==> src/rtl/pc_seq_unit.sv <==
// Program-counter sequencer for the fetch stage: boot hold, stall, redirect, trap, halt/resume.
// Optional return-address stack is compiled in with `define PC_RAS_EN.
module pc_seq_unit #(
    parameter int                ADDR_W     = 32,
    parameter logic [ADDR_W-1:0] RESET_VEC  = '0,
    parameter int                INSN_BYTES = 4,
    parameter int                RAS_DEPTH  = 4
) (
    input  logic              clk,
    input  logic              rst_n,
    input  logic              stall_i,
    input  logic              redir_i,
    input  logic [ADDR_W-1:0] redir_addr_i,
    input  logic              trap_i,
    input  logic [ADDR_W-1:0] trap_vec_i,
    input  logic              halt_i,
    input  logic              call_i,
    input  logic              ret_i,
    output logic [ADDR_W-1:0] pc_o,
    output logic              pc_valid_o,
    output logic              misalign_o,
    output logic              ras_empty_o
);

    typedef enum logic [1:0] {BOOT, RUN, HALT} state_e;

    localparam logic [ADDR_W-1:0] INC  = ADDR_W'(INSN_BYTES);
    localparam logic [ADDR_W-1:0] MASK = ADDR_W'(INSN_BYTES - 1);

    state_e            state_q, state_d;
    logic [ADDR_W-1:0] pc_q, pc_d;
    logic              valid_q, valid_d;
    logic              misalign_q, misalign_d;
    logic [ADDR_W-1:0] pc_seq;
    logic              ras_pop;
    logic [ADDR_W-1:0] ras_top;

    assign pc_seq = pc_q + INC;

`ifdef PC_RAS_EN
    localparam int PTR_W = $clog2(RAS_DEPTH);
    localparam int CNT_W = $clog2(RAS_DEPTH + 1);

    logic [ADDR_W-1:0] ras_q [RAS_DEPTH];
    logic [ADDR_W-1:0] ras_d [RAS_DEPTH];
    logic [PTR_W-1:0]  sp_q, sp_d, top_idx;
    logic [CNT_W-1:0]  cnt_q, cnt_d;
    logic              run, push;

    assign run     = (state_q == RUN);
    // A call alongside a redirect is a normal jump-and-link, so redirect does not block the push.
    assign push    = run && call_i && !trap_i && !stall_i && (redir_i || !halt_i);
    assign ras_pop = run && ret_i && !trap_i && !redir_i && !stall_i && !halt_i && (cnt_q != '0);
    assign top_idx = (sp_q == '0) ? PTR_W'(RAS_DEPTH - 1) : sp_q - 1'b1;
    assign ras_top = ras_q[top_idx];
    assign ras_empty_o = (cnt_q == '0);

    always_comb begin
        ras_d = ras_q;
        sp_d  = sp_q;
        cnt_d = cnt_q;
        if (ras_pop && push) begin
            ras_d[top_idx] = pc_seq;
        end else if (ras_pop) begin
            sp_d  = top_idx;
            cnt_d = cnt_q - 1'b1;
        end else if (push) begin
            // Full stack wraps and overwrites the oldest entry.
            ras_d[sp_q] = pc_seq;
            sp_d = (sp_q == PTR_W'(RAS_DEPTH - 1)) ? '0 : sp_q + 1'b1;
            if (cnt_q != CNT_W'(RAS_DEPTH)) cnt_d = cnt_q + 1'b1;
        end
    end

    always_ff @(posedge clk or negedge rst_n) begin
        if (!rst_n) begin
            for (int i = 0; i < RAS_DEPTH; i++) ras_q[i] <= '0;
            sp_q  <= '0;
            cnt_q <= '0;
        end else begin
            ras_q <= ras_d;
            sp_q  <= sp_d;
            cnt_q <= cnt_d;
        end
    end
`else
    logic unused_ras;
    assign unused_ras  = ^{call_i, ret_i, (RAS_DEPTH > 1)};
    assign ras_pop     = 1'b0;
    assign ras_top     = '0;
    assign ras_empty_o = 1'b1;
`endif

    always_ff @(posedge clk or negedge rst_n) begin
        if (!rst_n) begin
            state_q    <= BOOT;
            pc_q       <= RESET_VEC;
            valid_q    <= 1'b0;
            misalign_q <= 1'b0;
        end else begin
            state_q    <= state_d;
            pc_q       <= pc_d;
            valid_q    <= valid_d;
            misalign_q <= misalign_d;
        end
    end

    always_comb begin
        state_d = state_q;
        case (state_q)
            BOOT:    state_d = RUN;
            RUN:     if (halt_i && !trap_i && !redir_i) state_d = HALT;
            HALT:    if (trap_i || redir_i) state_d = RUN;
            default: state_d = BOOT;
        endcase
    end

    logic              load;
    logic [ADDR_W-1:0] tgt;

    always_comb begin
        pc_d    = pc_q;
        valid_d = valid_q;
        load    = 1'b0;
        tgt     = pc_q;
        case (state_q)
            BOOT: begin
                pc_d    = RESET_VEC;
                valid_d = 1'b1;
            end
            RUN: begin
                valid_d = 1'b1;
                if (trap_i) begin
                    load = 1'b1;
                    tgt  = trap_vec_i;
                end else if (redir_i) begin
                    load = 1'b1;
                    tgt  = redir_addr_i;
                end else if (halt_i) begin
                    valid_d = 1'b0;
                end else if (ras_pop) begin
                    load = 1'b1;
                    tgt  = ras_top;
                end else if (!stall_i) begin
                    pc_d = pc_seq;
                end
            end
            HALT: begin
                valid_d = 1'b0;
                if (trap_i) begin
                    load = 1'b1;
                    tgt  = trap_vec_i;
                end else if (redir_i) begin
                    load = 1'b1;
                    tgt  = redir_addr_i;
                end
                if (load) valid_d = 1'b1;
            end
            default: valid_d = 1'b0;
        endcase
        if (load) pc_d = tgt;
        misalign_d = load && ((tgt & MASK) != '0);
    end

    assign pc_o       = pc_q;
    assign pc_valid_o = valid_q;
    assign misalign_o = misalign_q;

endmodule

==> config.mk <==
export PLATFORM = sky130hd
export DESIGN_NAME = pc_seq_unit
export DESIGN_NICKNAME = d
export VERILOG_FILES = /design/src/rtl/pc_seq_unit.sv
export SDC_FILE = /design/constraint.sdc
export NUM_CORES = 1
export LEC_CHECK = 0
export ABC_AREA = 1
export BUFFER_PORTS_ARGS = -buffer_cell sky130_fd_sc_hd__buf_2
export CORE_MARGIN = 8
export CORE_UTILIZATION = 51
export CTS_CLUSTER_DIAMETER = 50
export DETAILED_ROUTE_END_ITERATION = 6
export PLACE_DENSITY = 0.81
export SLEW_MARGIN = 10
export SYNTH_ARGS = -nofsm -noshare
export SYNTH_HDL_FRONTEND = slang
export SYNTH_SLANG_ARGS = --single-unit
==> constraint.sdc <==
create_clock -name clk -period 2.1 [get_ports clk]
set_input_delay 0.105 -clock clk [delete_from_list [all_inputs] [get_ports clk]]
set_output_delay 0.105 -clock clk [all_outputs]
set_load 0.01 [all_outputs]
Word level (Yosys, flattened, before mapping)

Cells that the tools add are included.

Reduce and logical (&&, ||, !) cells: 13
Eq/ne operators: 11
Mux-type cells: 21
Add/subtract/negate cells: 1

Operators with widths:

| kind                                          | count |
|---|---|
| two-way mux 32 bit                            | 8 |
| case mux 32 bit (2 select lines)              | 1 |
| adder 32 x 3 -> 32 bit, second input constant | 1 |
| nonzero test 32 bit                           | 1 |
| != test 3 bit, second input constant          | 5 |
| two-way mux 1 bit                             | 7 |
| AND reduction 7 bit                           | 1 |
| != test 2 bit, second input constant          | 3 |
| case mux 2 bit (3 select lines)               | 1 |
| AND reduction 5 bit                           | 1 |
| two-way mux 2 bit                             | 2 |
| != test 4 bit, second input constant          | 1 |
| logical AND 1 bit                             | 3 |
| case mux 1 bit (3 select lines)               | 1 |
| nonzero test 3 bit                            | 1 |
| == test 2 x 1 -> 1 bit, second input constant | 1 |
| == test 2 bit, second input constant          | 1 |
| zero test 1 bit                               | 2 |
| zero test 2 bit                               | 1 |
| case mux 1 bit (2 select lines)               | 1 |
| AND reduction 2 bit                           | 1 |
| OR reduction 2 bit                            | 1 |
| logical OR 1 bit                              | 1 |

Word-level logic and storage cells: 51
Input port bits: 72
Flip-flop bits (word level): 36
Output and inout port bits: 35

Longest topological paths before layout

Gate-level depths: netlist of run 1.

Word-level depth: 7
Mapped depth: 11
Mapped depth without buffers: 11

Worst setup path after synthesis of run 1

No wires, ideal clock.

Path type: flip-flop to flip-flop
Start point: reg state_q[0]
End point: reg pc_q[15] (netlist: pc_o[15])
Setup time: 120 ps
Clock period less this slack: 1791 ps
Cell stages (with the launch flop): 12
Setup slack: 309 ps
Path buffers: 2
Data required time: 1980 ps
Arrival: 1670 ps
Path through: dfrtp_1 -> inv_1 -> ha_1 -> inv_2 -> nor2_4 -> nor2_4 -> nand2_2 -> nand3_2 -> buf_6 -> buf_6 -> o21ai_1 -> nand2_1

Longest elaborated chain between the ends: 4
Elaborated cells on any way between the ends: 15
Those cells by class: eq/ne: 8; mux: 3; reduce/logical: 4

Ends and longest elaborated chain:

| element                                                               | line | text |
|---|---|---|
| from (decl)                                                           | 30   | `state_e state_q, state_d;` |
| from (signal assigned)                                                | 101  | `state_q <= state_d;` |
| == test 2 bit or == test 2 x 1 -> 1 bit (tied branches)               | 126  | `case (state_q)` |
| case mux 1 bit (2 select lines) or OR reduction 2 bit (tied branches) | --   |  |
| != test 3 bit (no source line) (tied with other cells)                | --   |  |
| AND reduction 7 bit (no source line)                                  | --   |  |
| to (signal assigned)                                                  | 102  | `pc_q <= pc_d;` |
| to (decl)                                                             | 31   | `logic [ADDR_W-1:0] pc_q, pc_d;` |

Parallel ways exist; a longest one is shown, timed or not.
A chain may end at the register's enable or synchronous reset.

Worst setup path in the final report of run 1

Start point: reg state_q[0]
End point: reg pc_q[13] (netlist: pc_o[13])

The elaborated chain is that of the path after synthesis.

==> flow_summary_export.csv, run 1 <==
group,metric,value,unit
finish,diodes,0,
finish,layout.nets,667,
timing,setup-tns-final,0,ps
synthesis,synth_common_cells,"nand2_1 (142), nor2_1 (93), inv_1 (49), nand3_1 (38), dfrtp_1 (36)",
drt,drc,0,
floorplan,design.core.area,5850,sq um
power,leakagePower,1.93,nW
run,max-cap-violations,0,
drt,dr.pass1.iters,5,
clock_network,clk_latency,290,ps
power,total_power,5.04,mW
synthesis,synthTopCellsByArea,"dfrtp_1 (30%), nand2_1 (18%), nor2_1 (11%)",
synthesis,synthFlopType,"dfrtp_1",
floorplan,num_rows,28,
synthesis,yosysTopAreaCellShare,29.6,%
synthesis,ys_async_sr_fraction,100,%
global_routing,antenna_found_initial,0,
timing,setup_viol,0,
finish,drive_gt1_share,22.3,%
place,dp_cells,657,
power,pwr-share-seq,27.5,%
worst_setup_path,cp-startpoint,"state_q[0]",
floorplan,die_w,93.2,um
place,io_buffers,103,
clock_network,cts_sinks,36,
worst_setup_path,crit_type,"reg2reg",
drt,drtIter0Drc,336,
clock_network,cts_tree,"done",
floorplan,dieArea,8690,sq um
timing,worst_pin_slew,852,ps
clock_network,root_buffer,"clkbuf_8",
synthesis,synth_seq_cells,36,
synthesis,synth_fp_nets,565,
synthesis,synth_edf_count,0,
floorplan,die_h,93.2,um
min_path,holdCritStartpoint,"halt_i",
worst_setup_path,cp.required,2290,ps
global_routing,grt_usage,23.7,%
drt,wire_per_inst,15.4,um
power,p_sw,2.59,mW
clock_network,clockBufferDepth,2,
finish,utilization,64.1,%
finish,final_cells,666,
global_routing,grt_first_pass_wirelength,16.8,mm
worst_setup_path,worst-path-max-fanout,18,
finish,fin_area,3750,sq um
worst_setup_path,r2r_start,"state_q[0]",
synthesis,syn_area_per_cell,6.24,sq um
power,intPower,2.45,mW
min_path,hold_path.class,"in2reg",
place,globalplace.congestion,0.956,
synthesis,synth_area,3040,sq um
floorplan,num_io_pins,107,
clock_network,clk_pin_slew,80,ps
power,vdd_ir_drop_max,983,uV
timing,min_period,1960,ps
synthesis,synth_top_area_cell,"dfrtp_1",
timing,rsz0062_at_grt,"no",
clock_network,cts-resized-gates,0,
synthesis,ys_types,33,
synthesis,seq_area_frac_synth,29.6,%
drt,drtAntennaViolNets,0,
timing,finalCritPeriodShare,93.4,%
global_routing,grt_pass1_vias,3607,
timing,skew,7.09,ps
synthesis,yosys_warnings,0,
worst_setup_path,worstPathArrival,2150,ps
timing,max_slew_margin,43.2,%
place,placed_area,3650,sq um
global_routing,gr-total-overflow,0,
power,clockPowerShare,10.6,%
synthesis,synth_most_common_cell,"nand2_1",
synthesis,syn_inst,488,
power,comb_power_share,61.9,%
clock_network,numCtsBuffers,5,
worst_setup_path,cp-end-kind,"flip-flop",
drt,num_vias,3635,
timing,hold_viol_final,0,
clock_network,htree_levels,2,
finish,syn_to_final_growth,23.2,%
timing,slew_viol_final,0,
global_routing,grt_max_degree,37,
drt,routed_via_density,5.46,
drt,wl,10.3,mm
power,switching_share,51.4,%
power,p_per_area,1340,nW/um^2
outcome,status,"complete, no violations",
floorplan,initial_core_util,52.0,%
worst_setup_path,worst_setup_path_start_kind,"flip-flop",
timing,timing.fmax,0.510,GHz
place,dp_hpwl,7.87,mm
## worst paths after layout
check                             endpoint  slack [ps]  depth (start not counted)
worst max-delay path              pc_o[13]         140                         12
worst min-delay path            pc_valid_o         120                          4
worst max register to register    pc_o[13]         140                         12
worst min register to register     pc_o[0]         510                          2
max in group asynchronous         pc_o[16]        1090                          2
min in group asynchronous          pc_o[1]         460                          2
## layout by cell type (no fill, tap or decap), types with 2 or more instances in the layout
cell      count
a21boi_0      6
a21boi_1      2
a21oi_1      11
a22o_1        5
a22oi_1      25
a22oi_2       3
buf_12        2
buf_2       103
buf_4         8
clkbuf_1      2
clkbuf_8      6
dfrtp_1      36
ha_1          5
inv_1        49
nand2_1     142
nand3_1      38
nand4_1       3
nor2_1       92
nor2_4        3
nor3_1        2
o21ai_0      31
o21ai_1       3
o22ai_1       2
## state kept, by name (all words and copies together), names as in the netlist
| register | count |
|---|---|
| pc_o | 32 |
| misalign_o | 1 |
| pc_valid_o | 1 |
| state_q | 2 |
## critical path, cell delays in order, from the launching register on
cell and delay, ps:
dfrtp_1 410, inv_1 90, ha_1 340, inv_2 70, nor2_4 140, nor2_4 50, nand2_2 50, nand3_2 150
inv_1 210, buf_12 170, o21ai_0 90, nand2_1 60, nand2_1 40
## area by class of cell
cell class | instances | area (sq um)
Multi-Input combinational cell | 383 | 1850
Clock buffer | 8 | 90.1
Timing Repair Buffer | 114 | 626
Fill cell | 552 | 2100
Inverter | 50 | 188
Sequential cell | 36 | 901
Tap cell | 75 | 93.8
## cell families after synthesis
logic type	synth area share, %
flip-flops	29.6
multiplexers	0.370
AND/OR/NAND/NOR	38.9
buffers and inverters	9.62
adder cells (fa/ha/maj)	2.06
other	0.123
AO/OA/AOI/OAI	19.3
## routing by layer
layer	global-route usage [%]	wire length, um	up-vias
met5	0	0	-
met4	7.65	115	0
met3	6.65	1050	12
met2	37.5	4750	182
met1	30.4	4330	1647
li1	-	-	1794
## per-stage QoR
stage	setup slack (ps)	hold slack [ps]
after floorplan	309	-191
after global placement	240	262
after detailed placement	173	267
after CTS	158	113
after global routing	27.8	138
final	138	119
## power groups by stage
stage | Combinational (mW) | Clock (mW) | Sequential (mW)
6_report | 3.12 | 0.534 | 1.39
5_1_grt | 3.47 | 0.570 | 1.43
4_1_cts | 3.10 | 0.537 | 1.37
3_5_place_dp | 3.09 | 0 | 1.38
3_3_place_gp | 2.98 | 0 | 1.37
2_1_floorplan | 1.99 | 0 | 1.42
## timing repair
item,in CTS,in global routing
hold endpoints to repair,36,0
setup buffers,0,0
hold buffers,1,0
(Power assumes the default switching activity.)
==> run 2: changes to the inputs <==
- ABC_AREA: 1 -> not set
- CORE_UTILIZATION: 51 -> 49
- REMOVE_ABC_BUFFERS: not set -> 1
==> flow_summary_export.csv, run 2 <==
group,metric,value,unit
power,p_per_area,1320,nW/um^2
floorplan,initial_core_util,51.0,%
finish,layout.nets,519,
clock_network,numCtsBuffers,5,
synthesis,synth_top_area_cell,"dfrtp_1",
worst_setup_path,crit_path_frequent_cell,"or4_4",
clock_network,cts_sinks,36,
synthesis,synth_common_cells,"dfrtp_1 (36), a22o_1 (34), nand2_1 (33), o21ai_0 (25), a21oi_1 (17)",
finish,syn_to_final_growth,37.1,%
timing,timing.fmax,0.474,GHz
worst_setup_path,worstPathArrival,2340,ps
finish,final_cell_mix,"buf_2 (103), buf_4 (42), dfrtp_1 (36)",
finish,final_cells,513,
timing,timing.final.ws_setup,-9.04,ps
outcome,violations,"setup timing",
floorplan,dieArea,7910,sq um
clock_network,clk_latency,290,ps
timing,hold_viol_final,0,
synthesis,yosysTopAreaCellShare,34.6,%
place,globalplace.congestion,0.887,
timing,rsz0062_at_grt,"yes",
synthesis,ys_types,51,
drt,dr.pass1.iters,5,
timing,skew,3.76,ps
clock_network,clk_pin_slew,70,ps
worst_setup_path,cp.required,2330,ps
drt,wl,8.78,mm
clock_network,root_buffer,"clkbuf_8",
synthesis,synth_seq_cells,36,
synthesis,synth_area,2600,sq um
synthesis,synth_edf_count,0,
clock_network,cts_tree,"done",
worst_setup_path,worst-r2r-setup-slack,-9,ps
synthesis,syn_area_per_cell,8.46,sq um
min_path,holdCritStartpoint,"redir_addr_i[30]",
global_routing,grt_max_degree,37,
synthesis,seq_area_frac_synth,34.6,%
timing,max_slew_margin,44.6,%
timing,slew_viol_final,0,
worst_setup_path,slowest_stage,"or4_4",
global_routing,antenna_found_initial,0,
worst_setup_path,path_depth,5,
global_routing,grt_pass1_vias,3093,
drt,routed_via_density,5.99,
power,vdd_ir_drop_max,995,uV
drt,drc,0,
synthesis,synthTopCellsByArea,"dfrtp_1 (35%), a22o_1 (11%), o21ai_0 (4.8%)",
timing,finalCritPeriodShare,100,%
finish,largest_reg_flops,32,
worst_setup_path,cp_num_buf_inv,0,
floorplan,die_w,88.9,um
global_routing,grt_usage,22.6,%
drt,drtIter0Drc,240,
timing,worst_pin_slew,830,ps
finish,diodes,0,
worst_setup_path,worst-path-max-fanout,4,
place,io_buffers,103,
finish,utilization,69.9,%
synthesis,yosys_warnings,0,
drt,wire_per_inst,17.1,um
worst_setup_path,worst_setup_path_start_kind,"flip-flop",
min_path,hold_depth,3,
worst_setup_path,r2r_end,"pc_o[31]",
floorplan,design.core.area,5110,sq um
synthesis,ys_async_sr_fraction,100,%
worst_setup_path,crit_type,"reg2reg",
worst_setup_path,cp-end-kind,"flip-flop",
floorplan,num_rows,26,
run,max-cap-violations,0,
finish,final_common_cell,"buf_2",
synthesis,synthFlopType,"dfrtp_1",
finish,drive_gt1_share,39.3,%
min_path,hold_path.class,"in2reg",
timing,setup_viol,1,
clock_network,clockBufferDepth,2,
worst_setup_path,path_cells,"nand3_2 > or4_4 > or4_4 > or4_4 > nand3_2",
worst_setup_path,critical-path-top-delay-family,"simple AND/OR/NAND/NOR gates",
worst_setup_path,r2r_start,"pc_o[3]",
timing,min_period,2110,ps
synthesis,synth_most_common_cell,"dfrtp_1",
floorplan,num_io_pins,107,
worst_setup_path,cp-startpoint,"pc_o[3]",
worst_setup_path,cp-endpoint,"pc_o[31]",
worst_setup_path,critical-path-max-stage-delay,510,ps
floorplan,die_h,88.9,um
clock_network,htree_levels,2,
global_routing,grt_first_pass_wirelength,14.2,mm
global_routing,gr-total-overflow,0,
outcome,status,"finished with violations",
worst_setup_path,r2r_cells,5,
power,leakagePower,1.71,nW
place,dp_cells,500,
drt,drtAntennaViolNets,0,
synthesis,syn_inst,308,
drt,num_vias,3072,
place,dp_hpwl,6.54,mm
run 2: cell count changes in the layout (fill, tap and decap cells not counted), moves of 9 or more:
cell	delta
buf_4	+34
nand3_1	-27
nor4_1	+9
a22oi_1	-19
a22o_1	+29
nand2_1	-110
nor2_1	-79
inv_1	-40
run 2: worst min path at each step:
stage | end | slack [ps]
after global routing | pc_o[30] | 160
final | pc_o[30] | 140
after detailed placement | pc_o[6] | 250
after global placement | pc_o[6] | 240
after CTS | pc_o[30] | 140
after floorplan | misalign_o | -190
run 2: layout make-up:
class,count,area (sq um)
multi-input cells,241,1580
fillers,424,1540
flip-flops and latches,36,901
repair buffers,149,883
clock buffers,8,90.1
well taps,70,87.6
inverters,9,33.8
run 2: routing by layer:
metal  global-route usage (%)  vias to the layer above  share of wire, %  routed length, um
li1                         -                     1462                 -                  -
met3                     4.78                       18               7.5                660
met1                     26.7                     1451                41               3640
met5                        0                        -                 0                  0
met2                     39.8                      141                50               4350
met4                     6.45                        0               1.4                127
run 2: power by group:
part	total, mW	switching [mW]	internal [mW]
clock	0.522	0.254	0.268
combinational	2.98	1.67	1.30
sequential	1.23	0.229	1.00
total	4.73	2.16	2.57
run 2: timing repair:
item / in CTS / in global routing
hold endpoints to repair: 36 / 0
pin swaps: 0 / 1
setup endpoints to repair: 2 / 20
buffers inserted: 1 / 3
gates resized for setup: 1 / 10
hold buffers: 1 / 0
run 2: through the flow:
stage / setup WS, ps / total power [mW] / hold WS, ps / setup TNS, ps / cell area, sq um
6_report: -9.04 / 4.73 / 136 / -9.04 / 3570
5_1_grt: -34.9 / 5.08 / 160 / -34.9 / 3570
4_1_cts: 1.54 / 4.60 / 140 / 0 / 3520
3_5_place_dp: 8.79 / 4.06 / 246 / 0 / 3410
3_3_place_gp: 66.3 / 3.95 / 244 / 0 / 3410
2_1_floorplan: -722 / 2.74 / -191 / -12440 / 2480
run 2: worst register-to-register path: stages (launching register included):
cell and delay (ps):
dfrtp_1 400, nand3_2 110, or4_4 510, or4_4 450, or4_4 490, nand3_2 80
run 2: kinds of logic (layout without fill, tap and decap cells):
| group | after synthesis | count (layout) | share of synthesized area (%) |
|---|---|---|---|
| AO/OA/AOI/OAI | 120 | 120 | 33.0 |
| AND/OR/NAND/NOR | 113 | 113 | 23.2 |
| flip-flops | 36 | 36 | 34.6 |
| buffers and inverters | 31 | 166 | 5.91 |
| adder cells (fa/ha/maj) | 5 | 5 | 2.40 |
| multiplexers | 2 | 2 | 0.769 |
| other | 1 | 1 | 0.144 |
==> run 3: changes to the inputs <==
- SKIP_LAST_GASP: not set -> 1
==> flow_summary_export.csv, run 3 (synthesis results as in run 2) <==
group,metric,value,unit
worst_setup_path,cp-end-kind,"flip-flop",
timing,slew_viol_final,0,
timing,skew,2.78,ps
drt,top_layer,"met4",
power,leakagePower,1.70,nW
worst_setup_path,worst_setup_path_start_kind,"flip-flop",
run,max-cap-violations,0,
outcome,violations,"setup timing",
drt,drtIter0Drc,269,
drt,wl_met3,636,um
global_routing,grt_usage,22.6,%
global_routing,grt_first_pass_wirelength,14.2,mm
drt,routed_via_density,6.00,
floorplan,design.core.area,5110,sq um
worst_setup_path,critical-path-top-delay-family,"simple AND/OR/NAND/NOR gates",
drt,drc,0,
clock_network,root_buffer,"clkbuf_8",
min_path,hold_path.class,"in2reg",
finish,final_cell_mix,"buf_2 (103), buf_4 (42), dfrtp_1 (36)",
worst_setup_path,crit_type,"reg2reg",
finish,final_cells,513,
timing,min_period,2110,ps
timing,worst_pin_slew,835,ps
finish,layout.nets,519,
worst_setup_path,critical-path-max-stage-delay,510,ps
worst_setup_path,worstPathArrival,2340,ps
global_routing,antenna_found_initial,0,
clock_network,clockBufferDepth,2,
finish,drive_gt1_share,38.8,%
timing,timing.fmax,0.475,GHz
drt,dr.pass1.iters,5,
place,dp_cells,500,
clock_network,clk_latency,290,ps
finish,utilization,69.7,%
place,dp_hpwl,6.54,mm
timing,finalCritPeriodShare,100,%
floorplan,die_h,88.9,um
finish,largest_reg_flops,32,
timing,max_slew_margin,44.3,%
drt,drtAntennaViolNets,0,
floorplan,die_w,88.9,um
clock_network,cts_sinks,36,
drt,num_vias,3076,
worst_setup_path,path_cells,"nand3_2 > or4_4 > or4_4 > or4_4 > nand3_1",
power,vdd_ir_drop_max,984,uV
worst_setup_path,cp.required,2330,ps
worst_setup_path,crit_path_frequent_cell,"or4_4",
timing,setup_viol,1,
finish,num-fill-cells,425,
power,p_per_area,1320,nW/um^2
place,io_buffers,103,
worst_setup_path,worst-path-max-fanout,4,
finish,syn_to_final_growth,36.7,%
clock_network,cts_tree,"done",
global_routing,grt_max_degree,37,
timing,timing.final.ws_setup,-7.03,ps
floorplan,num_rows,26,
worst_setup_path,cp_num_buf_inv,0,
worst_setup_path,slowest_stage,"or4_4",
floorplan,dieArea,7910,sq um
timing,rsz0062_at_grt,"yes",
floorplan,initial_core_util,51.0,%
drt,met1_length,3.63,mm
global_routing,grt_pass1_vias,3093,
finish,final_common_cell,"buf_2",
timing,hold_viol_final,0,
floorplan,num_io_pins,107,
place,globalplace.congestion,0.887,
clock_network,htree_levels,2,
drt,wl,8.78,mm
drt,met2WireLength,4.40,mm
global_routing,gr-total-overflow,0,
timing,setup-tns-final,-7.03,ps
outcome,status,"finished with violations",
finish,diodes,0,
place,pre_cts_ws,8.79,ps
clock_network,numCtsBuffers,5,
clock_network,clk_pin_slew,70,ps
drt,wire_per_inst,17.1,um
## run 3: cell types whose count changed in the layout (fill, tap and decap cells not counted)
cell | before | now
and2_2 | 0 | 1
nand2_1 | 32 | 33
nand3_2 | 3 | 2
nand3_1 | 11 | 12
nand2_2 | 2 | 1
and2_4 | 1 | 0
## run 3: worst register-to-register path, cell delays in order, from the launching register on
cell and delay (ps):
dfrtp_1 390, nand3_2 120, or4_4 510, or4_4 450, or4_4 480, nand3_1 90
## run 3: per-stage QoR
step           area [sq um]  power, mW  hold slack [ps]
3_5_place_dp           3410       4.06              246
2_1_floorplan          2480       2.74             -191
6_report               3560       4.70              136
3_3_place_gp           3410       3.95              244
4_1_cts                3520       4.60              140
5_1_grt                3560       5.06              160
## run 3: where the power goes
group	internal, mW	switching [mW]	leakage [nW]
clock	0.268	0.255	0.0455
combinational	1.29	1.66	1.20
sequential	1.00	0.227	0.455
## run 3: area by class of cell
class	count	area [sq um]	share of cell area (%)
clock buffers	8	90.1	2.53
inverters	9	33.8	0.948
multi-input cells	241	1570	44.0
flip-flops and latches	36	901	25.3
well taps	70	87.6	2.46
repair buffers	149	883	24.8
## run 3: final timing paths
check                            startpoint        to  slack [ps]  cells past startpoint
min reg2reg                         pc_o[0]   pc_o[0]         480                      2
max reg2reg                         pc_o[3]  pc_o[31]          -7                      5
max                                 pc_o[3]  pc_o[31]          -7                      5
min in group asynchronous             rst_n   pc_o[6]         450                      2
min                        redir_addr_i[30]  pc_o[30]         140                      3
max in group asynchronous             rst_n  pc_o[27]        1120                      2
## run 3: layer usage
layer,global-route usage [%],vias up
met5,0,-
met3,4.78,16
li1,-,1463
met4,6.45,0
met2,39.8,138
met1,26.7,1459
## run 3: timing repair
| item | CTS | global route |
|---|---|---|
| hold buffers | 1 | 0 |
| pin swaps | 0 | 0 |
| gates resized for setup | 1 | 7 |
| setup endpoints to repair | 2 | 20 |
| endpoints found under the hold margin | 36 | 0 |
| buffers inserted | 1 | 3 |
